**config.mk**
```make
export PLATFORM = sky130hd
export DESIGN_NAME = spi_shift_ctrl
export DESIGN_NICKNAME = d
export VERILOG_FILES = /design/src/rtl/spi_shift_ctrl.sv
export SDC_FILE = /design/constraint.sdc
export NUM_CORES = 1
export LEC_CHECK = 0
export BUFFER_PORTS_ARGS = -buffer_cell sky130_fd_sc_hd__buf_2
export CORE_ASPECT_RATIO = 0.75
export CORE_MARGIN = 2
export CORE_UTILIZATION = 30
export DETAILED_ROUTE_END_ITERATION = 6
export REMOVE_ABC_BUFFERS = 1
export SLEW_MARGIN = 20
export SYNTH_ARGS = -nofsm -noshare
export SYNTH_HDL_FRONTEND = slang
export SYNTH_SLANG_ARGS = --single-unit
```
**constraint.sdc**
```tcl
create_clock -name wb_clk -period 3.59 [get_ports wb_clk]
set_input_delay 0.1795 -clock wb_clk [delete_from_list [all_inputs] [get_ports wb_clk]]
set_output_delay 0.1795 -clock wb_clk [all_outputs]
set_load 0.05 [all_outputs]
```
**src/rtl/spi_shift_ctrl.sv**
```systemverilog
// rtl/spi_shift_ctrl.sv - SPI master serial shift engine driven by clock-generator edge strobes
module spi_shift_ctrl #(
  parameter int MAX_CHAR      = 32,
  parameter int CHAR_LEN_BITS = 5
) (
  input  logic                     wb_clk,
  input  logic                     wb_reset,
  input  logic                     go,
  input  logic [CHAR_LEN_BITS-1:0] len,
  input  logic                     lsb,
  input  logic                     tx_negedge,
  input  logic                     rx_negedge,
  input  logic                     cpol_0,
  input  logic                     cpol_1,
  input  logic                     miso,
  input  logic [MAX_CHAR-1:0]      p_in,
  output logic                     tip,
  output logic                     lstclk,
  output logic                     mosi,
  output logic [MAX_CHAR-1:0]      p_out,
  output logic                     done
);

  localparam int CW = CHAR_LEN_BITS + 1;
  localparam logic [CW-1:0] ONE   = CW'(1);
  localparam logic [CW-1:0] MAX_L = CW'(MAX_CHAR);

  typedef enum logic {ST_IDLE, ST_XFER} state_t;

  state_t state, state_nxt;

  logic [CW-1:0] len_q, rise_cnt, fall_cnt;
  logic          lsb_q, tx_neg_q, rx_neg_q;

  logic [CW-1:0] len_eff, fall_p1, rise_nxt, fall_nxt, tx_ord, rx_ord;
  logic [CHAR_LEN_BITS-1:0] tx_pos, rx_pos, go_pos;
  logic accept, rise_stb, fall_stb, finish, tx_fire, rx_fire;

  // Map a bit ordinal onto its p_out position for the latched bit order.
  function automatic logic [CHAR_LEN_BITS-1:0] ord2pos(
    input logic [CW-1:0] ord,
    input logic [CW-1:0] l,
    input logic          lsb_first
  );
    logic [CW-1:0] p;
    p = lsb_first ? ord : (l - ord - ONE);
    return p[CHAR_LEN_BITS-1:0];
  endfunction

  assign tip = (state == ST_XFER);

  always_comb begin
    len_eff  = (len == '0) ? MAX_L : {1'b0, len};
    accept   = go && !tip;
    rise_stb = tip && cpol_0;
    fall_stb = tip && cpol_1;
    fall_p1  = fall_cnt + ONE;
    finish   = fall_stb && (fall_p1 == len_q);
    rise_nxt = rise_stb ? (rise_cnt + ONE) : rise_cnt;
    fall_nxt = fall_stb ? fall_p1 : fall_cnt;

    tx_fire  = tx_neg_q ? (fall_stb && (fall_p1 < len_q)) : (rise_stb && (rise_cnt < len_q));
    tx_ord   = tx_neg_q ? fall_p1 : rise_cnt;
    rx_fire  = rx_neg_q ? (fall_stb && (fall_cnt < len_q)) : (rise_stb && (rise_cnt < len_q));
    rx_ord   = rx_neg_q ? fall_cnt : rise_cnt;

    tx_pos   = ord2pos(tx_ord, len_q, lsb_q);
    rx_pos   = ord2pos(rx_ord, len_q, lsb_q);
    go_pos   = ord2pos('0, len_eff, lsb);
  end

  always_comb begin
    state_nxt = state;
    if (accept)
      state_nxt = ST_XFER;
    else if (finish)
      state_nxt = ST_IDLE;
  end

  always_ff @(posedge wb_clk) begin
    if (wb_reset)
      state <= ST_IDLE;
    else
      state <= state_nxt;
  end

  always_ff @(posedge wb_clk) begin
    if (wb_reset) begin
      len_q    <= '0;
      lsb_q    <= 1'b0;
      tx_neg_q <= 1'b0;
      rx_neg_q <= 1'b0;
      rise_cnt <= '0;
      fall_cnt <= '0;
      lstclk   <= 1'b0;
      mosi     <= 1'b0;
      p_out    <= '0;
      done     <= 1'b0;
    end else begin
      done <= finish;
      if (accept) begin
        len_q    <= len_eff;
        lsb_q    <= lsb;
        tx_neg_q <= tx_negedge;
        rx_neg_q <= rx_negedge;
        rise_cnt <= '0;
        fall_cnt <= '0;
        lstclk   <= 1'b0;
        p_out    <= p_in;
        if (tx_negedge)
          mosi <= p_in[go_pos];
      end else if (tip) begin
        rise_cnt <= rise_nxt;
        fall_cnt <= fall_nxt;
        lstclk   <= !finish && (rise_nxt == len_q);
        // Transmit reads p_out before this edge's receive write lands.
        if (tx_fire)
          mosi <= p_out[tx_pos];
        if (rx_fire)
          p_out[rx_pos] <= miso;
      end
    end
  end

endmodule

```
======== Word-level counts from Yosys, hierarchy flattened ========
Index checks and enable logic that the tools add are counted.
storage, ports and cells
  bits in registers ....................... 57
  input port bits ......................... 46
  output and inout bits ................... 36
  logic and storage cells ................. 73
operators by class
  add/subtract/negate cells ............... 7
  order comparisons ....................... 7
  eq/ne operators ......................... 3
  mux-type cells .......................... 25
  reduce and logical (&&, ||, !) cells .... 20
operators with widths
  operator                                                               count
  32-bit 2-to-1 mux                                                      3
  32-bit bitwise mux                                                     1
  5-bit 2-to-1 mux                                                       5
  5-bit by 6-bit < comparator with 1-bit output, second input constant   3
  6-bit < comparator                                                     3
  5-bit by 1-bit subtractor with 5-bit output, second input constant     3
  6-bit by 1-bit adder with 6-bit output, second input constant          2
  6-bit == test                                                          2
  6-bit 2-to-1 mux                                                       2
  1-bit 2-to-1 mux                                                       11
  1-bit binary-select mux with 5-bit select                              2
  5-bit subtractor                                                       2
  1-bit logical AND                                                      9
  2-bit nonzero test                                                     4
  1-bit demux with 5-bit select                                          1
  5-bit by 1-bit >= comparator with 1-bit output, second input constant  1
  5-bit zero test                                                        1
  2-bit AND reduction                                                    2
  3-bit AND reduction                                                    1
  1-bit zero test                                                        2
  2-bit inequality test, second input constant                           1
  2-bit OR reduction                                                     1

======== Logic depth before layout (Yosys ltp) ========
Gate-level depths: netlist of the first run.
  depth after elaboration ................. 12
  gate-level depth with buffers ........... 14
  mapped depth without buffers ............ 13

======== Worst setup path before layout of the first run ========
No wires, ideal clock.
  path kind ............................... flip-flop to flip-flop
  from .................................... register fall_cnt[0]
  to ...................................... register mosi
  setup time .............................. 0.122 ns
  arrival time ............................ 2.884 ns
  required time ........................... 3.468 ns
  path slack .............................. 0.584 ns
  cell stages (with the launch flop) ...... 12
  path buffers ............................ 0
  period minus slack after synthesis ...... 3.006 ns
  cells stage by stage .................... dfxtp_1 -> ha_1 -> mux2i_2 -> inv_1 -> fa_1 -> xnor2_4 -> mux2_2 -> a221oi_1 -> a221oi_1 -> nand4_1 -> and4_1 -> a221oi_2
between the ends
  word-level cells in the longest chain between the ends .. 10
  elaborated cells on any way between the ends .. 15
  classes of those cells .................. add/sub (3); order compare (1); mux (8); reduce/logical (3)
ends and longest elaborated chain
  element                                      line  RTL
  from (decl)                                  32    logic [CW-1:0] len_q, rise_cnt, fall_cnt;
  from (signal assigned)                       114   fall_cnt <= fall_nxt;
  6-bit by 1-bit adder with 6-bit output (*)   57    fall_p1 = fall_cnt + ONE;
  via fall_p1[1]                               35    logic [CW-1:0] len_eff, fall_p1, rise_nxt, fall_nxt, tx_ord, rx_ord;
  5-bit 2-to-1 mux                             63    tx_ord = tx_neg_q ? fall_p1 : rise_cnt;
  5-bit subtractor                             46    p = lsb_first ? ord : (l - ord - ONE);
  5-bit by 1-bit subtractor with 5-bit output  46
  5-bit 2-to-1 mux                             46
  1-bit binary-select mux with 5-bit select    118   mosi <= p_out[tx_pos];
  1-bit 2-to-1 mux (not written as such)       118
  1-bit 2-to-1 mux                             117   if (tx_fire)
  1-bit 2-to-1 mux                             112   end else if (tip) begin
  1-bit 2-to-1 mux                             101   if (accept) begin
  to (signal assigned)                         111   mosi <= p_in[go_pos];
  to (signal assigned)                         118
  to (decl)                                    19    output logic mosi,
The timed path passes the listed nets; every way through them passes the cells marked *. The select of a mux whose other input is x is not followed.
A chain may end at the register's enable or synchronous reset.

======== Final worst setup path of the first run ========
Ends and elaborated chain as after synthesis.

==> flow_metrics.tcl, run 1 <==
set metrics [dict create \
    min_period_ns 3.341 \
    worst_slew_pin_slew_ns 0.8517 \
    synth_flop_cell "dfxtp_1" \
    combPwrFrac 0.332 \
    via_count 4619 \
    required_ns 3.84 \
    setup.worst_path.class "reg2reg" \
    status "completed" \
    clockBufferDepth 2 \
    ys_top_cells_by_area "dfxtp_1 25%, ha_1 7.8%, a21oi_1 7.0%, nor2_1 5.7%, a211oi_1 4.9%" \
    maxSlewHeadroom 0.4322 \
    worstHoldPathType "in2reg" \
    p_int_mw 1.535 \
    layout.nets 734 \
    post-place-ws_ns 0.2256 \
    cp-end-kind "flip-flop" \
    hpwlAfterDp_mm 12.52 \
    r2r_slack_ns 0.25 \
    cellPowerDensity_mw_per_mm2 436.2 \
    pwr-share-seq 0.302 \
    maxCapViolations 0 \
    row_count 39 \
    fmax_mhz 299.3 \
    clock_latency_ns 0.33 \
    wl_per_cell_um 18.70 \
    finalClockSkew_ns 0.006790 \
    io_buffers 81 \
    layout.cells.most_common "buf_2" \
    numCtsBuffers 9 \
    ys_warn_count 0 \
    syn_area_sq_mm 0.004636 \
    n_antenna_cell 0 \
    htreeDepth 3 \
    drc 0 \
    grt_pass1_vias 4447 \
    drive_gt1_frac 0.2296 \
    synthCells 584 \
    grt_usage 0.2022 \
    antenna_found_initial 0 \
    via_per_inst 5.328 \
    irDropWorstVdd_mv 0.2400 \
    postSynthRegisterBits 57 \
    grt_overflow_total 0 \
    drtIter0Drc 450 \
    ant_nets 0 \
    synthDominantCellAreaShare 0.2462 \
    r2r_start "fall_cnt[0]" \
    min-delay-start "len[1]" \
    worst_slack_ns 0.2492 \
    ios 82 \
    fin_crit_sh 0.9306 \
    path_max_fanout 8 \
    core_sq_mm 0.01518 \
    grt_pass1_wl_mm 25.72 \
    path_clk_slew_ns 0.06 \
    fp.dieArea_sq_mm 0.01647 \
    die_h_um 111.7 \
    syn_avg_cell_area_sq_um 7.938 \
    area_growth_pct 20.38 \
    start_util 0.3055 \
    setup_viol 0 \
    rsz0062_at_grt "no" \
    ys_seq_area_frac 0.2462 \
    cts_tree "done" \
    power_frac_clock 0.366 \
    grt_max_degree 46 \
    fin_tns_setup_ns 0 \
    worstPathArrival_ns 3.59 \
    synth-edff-count 0 \
    startpoint_type "flip-flop" \
    async_reset_ff_frac 0 \
    gp_congestion 0.9600 \
    p_leak_nw 2.261 \
    synth_cell_type_count 65 \
    startpoint "fall_cnt[0]" \
    cts_sinks 57 \
    root_buffer "clkbuf_16" \
    p_sw_mw 0.8989 \
    hold_violations 0 \
    totalWireLength_mm 16.22 \
    die_w_um 147.5 \
    dr.pass1.iters 5 \
    layout_common_cells "81 x buf_2, 70 x nor2_1, 65 x a21oi_1, 56 x dfxtp_1, 52 x nand2_1" \
    synth_top_cell_by_area "dfxtp_1" \
    postCtsHoldBufs 0 \
    slew_violations 0 \
    swShare 0.3693 \
]
-- final cells by class --
cell class,instances,area (sq um)
multi-input combinational,476,3279
tap,205,256.5
inverter,17,63.81
timing repair buffer,96,530.5
clock inverter,4,51.30
fill,1604,9595
sequential,57,1142
clock buffer,12,256.5
-- kinds of logic (layout without fill, tap and decap cells) --
kind of cell / after synthesis / count (layout) / share of synthesized area
compound gates: 192 / 192 / 0.2677
simple gates: 192 / 192 / 0.2003
buf+inv: 51 / 129 / 0.05182
fa+ha+maj: 31 / 31 / 0.08691
xor+xnor: 29 / 29 / 0.06370
flops: 57 / 57 / 0.2462
mux: 32 / 32 / 0.08340
-- power by group through the flow --
stage	Combinational [mW]	Clock (mW)	Sequential, mW
2_1_floorplan	0.444	0	0.846
3_3_place_gp	0.777	0	0.747
3_5_place_dp	0.777	0	0.746
4_1_cts	0.781	0.907	0.733
5_1_grt	0.881	0.932	0.739
6_report	0.807	0.892	0.735
-- critical path, stage by stage, from the launching register on --
cell,delay (ns)
dfxtp_1,0.45
ha_2,0.34
mux2i_2,0.26
inv_1,0.10
fa_1,0.50
xnor2_4,0.17
buf_12,0.15
buf_4,0.13
mux2i_1,0.11
o2bb2ai_1,0.15
nor3_1,0.07
o31ai_1,0.26
nand4_1,0.15
and4_1,0.23
a221oi_2,0.19
-- per-layer routing --
metal | share of wire | GRT usage | up-vias
li1 | - | - | 2273
met1 | 0.52 | 0.3183 | 2140
met5 | 0 | 0 | -
met3 | 0.074 | 0.03811 | 17
met4 | 0.016 | 0.06282 | 0
met2 | 0.39 | 0.2713 | 189
-- worst paths after layout --
path	to	depth (start not counted)
max	mosi	14
min	len_q[1]	3
max reg2reg	mosi	14
min reg2reg	len_q[5]	2
-- flip-flops by register name (all words and copies together) (netlist names) --
signal,count
lsb_q,1
tx_neg_q,1
rx_neg_q,1
len_q,6
rise_cnt,6
lstclk,1
mosi,1
fall_cnt,6
done,1
p_out,32
tip,1
-- through the flow --
step / hold slack, ns / power, mW / std cells / utilization / cell area, sq um
2_1_floorplan: 0.2441 / 1.290 / 550 / - / 4459
3_3_place_gp: 0.4427 / 1.524 / 849 / 0.3441 / 5221
3_5_place_dp: 0.4555 / 1.522 / 849 / 0.3441 / 5221
4_1_cts: 0.1019 / 2.421 / 865 / 0.3643 / 5529
5_1_grt: 0.1191 / 2.551 / 867 / 0.3677 / 5580
6_report: 0.1122 / 2.434 / 867 / 0.3677 / 5580
-- timing repair --
| action | CTS | global route |
|---|---|---|
| endpoints found under the setup margin | 0 | 1 |
| gates resized for setup | 0 | 5 |
| setup buffers | 0 | 2 |
-- synthesized netlist by cell type, types with 13 or more instances --
cell type   n
a211oi_1   30
a21oi_1    65
buf_2      16
clkbuf_1   14
dfxtp_1    57
ha_1       29
inv_1      17
mux2i_1    20
nand2_1    52
nand3_1    14
nor2_1     70
o21ai_0    37
o21ai_1    13
xnor2_1    15
No activity file was read; power rests on OpenSTA's default activity.
==> inputs of run 2 (changes only) <==
--- a/config.mk
+++ b/config.mk
@@ -10,7 +10,6 @@
 export CORE_MARGIN = 2
 export CORE_UTILIZATION = 30
 export DETAILED_ROUTE_END_ITERATION = 6
-export REMOVE_ABC_BUFFERS = 1
 export SLEW_MARGIN = 20
 export SYNTH_ARGS = -nofsm -noshare
 export SYNTH_HDL_FRONTEND = slang
==> run 2 against run 1 <==
Effect of this change: design area fell by 1.1%; sequential power about the same; count of clock-buffer cells in the layout decreased by 1; clock skew barely moved; via count is 2.3% higher; sequential share of layout area is 0.20 points higher; combinational power decreased by 3.1%; critical path depth shrank 3; critical path type unchanged; largest cell class unchanged.
==> flow_metrics.tcl, run 2 (same netlist as run 1, synthesis figures left out) <==
set metrics [dict create \
    status "completed" \
    grt_pass1_vias 4401 \
    layout.nets 729 \
    top_usage_layer "met1" \
    cts_tree "done" \
    finalClockSkew_ns 0.006969 \
    clock_latency_ns 0.33 \
    placed_cells 846 \
    min-delay-start "rx_negedge" \
    startpoint_type "flip-flop" \
    irDropWorstVdd_mv 0.2438 \
    via_count 4724 \
    fp.dieArea_sq_mm 0.01647 \
    setup_viol 0 \
    rsz0062_at_grt "no" \
    hold_violations 0 \
    min_path_cells 3 \
    worst_slew_pin_slew_ns 0.6094 \
    die_w_um 147.5 \
    drc 0 \
    worstHoldPathType "in2reg" \
    synth_fp_nets 661 \
    power_frac_clock 0.381 \
    cts_sinks 57 \
    dr.pass1.iters 5 \
    path_clk_slew_ns 0.05 \
    grt_overflow_total 0 \
    r2r_slack_ns 0.28 \
    grt_pass1_wl_mm 24.92 \
    numCtsBuffers 9 \
    area_growth_pct 19.08 \
    core_sq_mm 0.01518 \
    clockBufferDepth 2 \
    swShare 0.3606 \
    worst-r2r-cell-count 11 \
    fmax_mhz 301.7 \
    utilization 0.3638 \
    layout_common_cells "81 x buf_2, 70 x nor2_1, 65 x a21oi_1, 57 x dfxtp_1, 52 x nand2_1" \
    postCtsHoldBufs 0 \
    n_antenna_cell 0 \
    cts_setup_buffers 0 \
    htreeDepth 3 \
    r2r_start "fall_cnt[0]" \
    grt_use_met1 0.3028 \
    fin_tns_setup_ns 0 \
    ios 82 \
    holdWs_ns 0.09291 \
    drive_gt1_frac 0.2177 \
    slew_violations 0 \
    start_util 0.3055 \
    gp_congestion 0.9065 \
    fin_crit_sh 0.9234 \
    antenna_found_initial 0 \
    cellPowerDensity_mw_per_mm2 444.2 \
    path_max_fanout 8 \
    die_h_um 111.7 \
    layout.cells.most_common "buf_2" \
    pwr-share-seq 0.300 \
    cp-end-kind "flip-flop" \
    combPwrFrac 0.319 \
    maxCapViolations 0 \
    p_leak_nw 2.241 \
    totalWireLength_mm 16.00 \
    ctsResizeCount 0 \
    worstPathArrival_ns 3.50 \
    largest-register "p_out" \
    p_sw_mw 0.8841 \
    required_ns 3.78 \
    grtUsageMet2 0.2580 \
    instances_no_fill 862 \
    wl_per_cell_um 18.56 \
    met3_usage 0.04467 \
    root_buffer "clkbuf_16" \
    row_count 39 \
    grt_max_degree 46 \
    drtIter0Drc 535 \
    largest_reg_flops 32 \
    ant_nets 0 \
    setup.worst_path.class "reg2reg" \
    p_int_mw 1.568 \
    grt_usage 0.1944 \
    min_period_ns 3.315 \
    io_buffers 81 \
    via_per_inst 5.480 \
    maxSlewHeadroom 0.5937 \
    rr_endpoint "mosi" \
    hold_path_end "rx_neg_q" \
    hpwlAfterDp_mm 12.36 \
]
-- run 2: power by group through the flow --
| stage | Combinational [mW] | Clock, mW | Sequential, mW |
|---|---|---|---|
| after floorplan | 0.483 | 0 | 0.835 |
| after global placement | 0.766 | 0 | 0.747 |
| after detailed placement | 0.769 | 0 | 0.746 |
| after CTS | 0.772 | 0.943 | 0.733 |
| after global routing | 0.849 | 0.970 | 0.740 |
| final | 0.782 | 0.934 | 0.737 |
-- run 2: how the worst max path moves through the flow --
stage / start / to / cells after the start
3_3_place_gp: fall_cnt[0] / mosi / 11
2_1_floorplan: fall_cnt[0] / mosi / 11
5_1_grt: fall_cnt[0] / mosi / 11
4_1_cts: fall_cnt[0] / mosi / 11
3_5_place_dp: fall_cnt[0] / mosi / 11
6_report: fall_cnt[0] / mosi / 11
-- run 2: layer usage --
metal	wire, um	share of wire
met5	0	0
met4	250	0.016
met1	7872	0.49
met3	1733	0.11
met2	6139	0.38
-- run 2: area by class of cell --
class,count,area [sq um]
well taps,205,256.5
flip-flops and latches,57,1141
repair buffers,91,480.5
inverters,17,63.81
fillers,1585,9656
clock buffers,11,242.7
multi-input cells,476,3257
clock inverters,5,78.83
-- run 2: worst max-delay path, stage by stage (launching register included) --
cell and delay, ns:
dfxtp_1 0.35, ha_1 0.36, mux2i_2 0.29, inv_1 0.10
fa_1 0.50, xnor2_4 0.38, mux2_2 0.38, a221oi_1 0.30
a221oi_1 0.15, nand4_1 0.11, and4_1 0.19, a221oi_2 0.06
-- run 2: through the flow --
stage               total power [mW]  instance area [sq um]  setup slack (ns)
floorplan                      1.318                   4636            0.5839
global placement               1.513                   5199            0.3420
detailed placement             1.515                   5199            0.2742
CTS                            2.449                   5520            0.2684
global route                   2.559                   5520           0.06606
finish                         2.452                   5520            0.2751
==> inputs of run 3 (changes only) <==
--- a/config.mk
+++ b/config.mk
@@ -10,6 +10,7 @@
 export CORE_MARGIN = 2
 export CORE_UTILIZATION = 30
 export DETAILED_ROUTE_END_ITERATION = 6
+export MAX_ROUTING_LAYER = met4
 export SLEW_MARGIN = 20
 export SYNTH_ARGS = -nofsm -noshare
 export SYNTH_HDL_FRONTEND = slang
==> run 3 against run 2 <==
Effect of this change: core utilization is essentially flat; die area is the same; routed wire length decreased by 1.8%; clock power is 2.4% lower; worst hold slack better by 0.028 ns; flip-flop and latch count unchanged; maximum frequency increased by 1.3%; non-clock buffer count is 2 higher; design area about the same; clock skew increased by 0.0014 ns.
==> flow_metrics.tcl, run 3 (same netlist as run 1, synthesis figures left out) <==
set metrics [dict create \
    status "completed" \
    r2r_start "fall_cnt[0]" \
    core_sq_mm 0.01518 \
    drtIter0Drc 406 \
    ant_nets 0 \
    clock_latency_ns 0.34 \
    setup_viol 0 \
    startpoint "fall_cnt[0]" \
    gp_congestion 0.9322 \
    p_leak_nw 2.243 \
    grt_overflow_total 0 \
    maxCapViolations 0 \
    area_growth_pct 19.19 \
    grt_pass1_vias 4371 \
    largest-register "p_out" \
    htreeDepth 3 \
    cellPowerDensity_mw_per_mm2 439.6 \
    numCtsBuffers 9 \
    slew_violations 0 \
    rsz0062_at_grt "no" \
    maxSlewHeadroom 0.5999 \
    die_w_um 147.5 \
    cts_tree "done" \
    crit_slowest_cell "dfxtp_1" \
    n_antenna_cell 0 \
    path_max_fanout 8 \
    via_count 4601 \
    root_buffer "clkbuf_16" \
    endpoint "mosi" \
    clockBufferDepth 2 \
    rr_endpoint "mosi" \
    holdWs_ns 0.1213 \
    worst_slew_pin_slew_ns 0.5990 \
    finalClockSkew_ns 0.008349 \
    hold_violations 0 \
    cp-end-kind "flip-flop" \
    cp_top_family "adder cells" \
    hpwlAfterDp_mm 12.34 \
    fin_crit_sh 0.9115 \
    r2r_slack_ns 0.32 \
    io_buffers 81 \
    layout_common_cells "81 x buf_2, 70 x nor2_1, 65 x a21oi_1, 57 x dfxtp_1, 52 x nand2_1" \
    postCtsHoldBufs 0 \
    grt_usage 0.1987 \
    startpoint_type "flip-flop" \
    cts_sinks 57 \
    fin_tns_setup_ns 0 \
    min_period_ns 3.272 \
    worstPathArrival_ns 3.46 \
    path_buf_inv 0 \
    antenna_found_initial 0 \
    cp.depth 12 \
    grt_max_degree 46 \
    layout.nets 731 \
    wl_per_cell_um 18.21 \
    p_total_mw 2.429 \
    worstHoldPathType "in2reg" \
    cts_setup_buffers 0 \
    drive_gt1_frac 0.2173 \
    drc 0 \
    via_per_inst 5.331 \
    required_ns 3.78 \
    path_clk_slew_ns 0.05 \
    irDropWorstVdd_mv 0.2247 \
    setup.worst_path.class "reg2reg" \
    totalWireLength_mm 15.71 \
    ctsResizeCount 0 \
    ios 82 \
    synth_fp_nets 661 \
    fmax_mhz 305.6 \
    grt_pass1_wl_mm 24.74 \
    layout.cells.most_common "buf_2" \
    row_count 39 \
    path_cells "ha_1 -> xor2_2 -> or2_1 -> o21ai_0 -> ha_1 -> xnor2_4 -> mux2_2 -> a221oi_1 -> a221oi_1 -> nand4_1 -> and4_1 -> a221oi_2" \
    die_h_um 111.7 \
    largest_reg_flops 32 \
    fp.dieArea_sq_mm 0.01647 \
    dr.pass1.iters 5 \
    start_util 0.3055 \
    worst-r2r-cell-count 12 \
    crit_path_max_incr_delay_ns 0.44 \
]
## run 3: cell count changes in the layout (fill, tap and decap cells not counted), sizes merged
cell | before | now
buf | 91 | 93
clkbuf | 11 | 12
clkinv | 3 | 1
## run 3: per-layer routing
layer  GRT usage  wire (um)  vias to the layer above
met4     0.05577        216                        0
met3     0.04303       1548                       16
li1            -          -                     2257
met5           -          0                        -
met1      0.3057       8044                     2122
met2      0.2536       5903                      206
## run 3: area by class of cell
class / count / area [sq um]
clock buffers: 12 / 246.5
clock inverters: 3 / 65.06
fillers: 1604 / 9651
inverters: 17 / 63.81
multi-input cells: 476 / 3257
flip-flops and latches: 57 / 1141
well taps: 205 / 256.5
repair buffers: 93 / 495.5
## run 3: report_power, final
part,leakage [nW],total [mW],internal (mW),switching (mW)
Sequential,0.469,0.735,0.675,0.0599
Combinational,1.62,0.782,0.269,0.513
Clock,0.153,0.912,0.621,0.291
## run 3: worst min-delay path by stage
stage | start | end | depth (start not counted)
after floorplan | len[2] | len_q[2] | 2
after global placement | len_q[5] | len_q[5] | 2
after detailed placement | len_q[5] | len_q[5] | 2
after CTS | len[1] | len_q[1] | 3
after global routing | len[4] | len_q[4] | 3
final | len[1] | len_q[1] | 3
## run 3: tightest hold or removal path: stages
cell and delay (ns):
buf_2 0.11, nand2_1 0.06, a21oi_1 0.06
## run 3: through the flow
stage / area, sq um / setup WS [ns] / cells / util
after CTS: 5525 / 0.3413 / 863 / 0.3641
after global routing: 5525 / 0.008144 / 863 / 0.3641
after detailed placement: 5214 / 0.3941 / 848 / 0.3436
after global placement: 5214 / 0.4406 / 848 / 0.3436
after floorplan: 4636 / 0.5839 / 584 / -
final: 5525 / 0.3176 / 863 / 0.3641
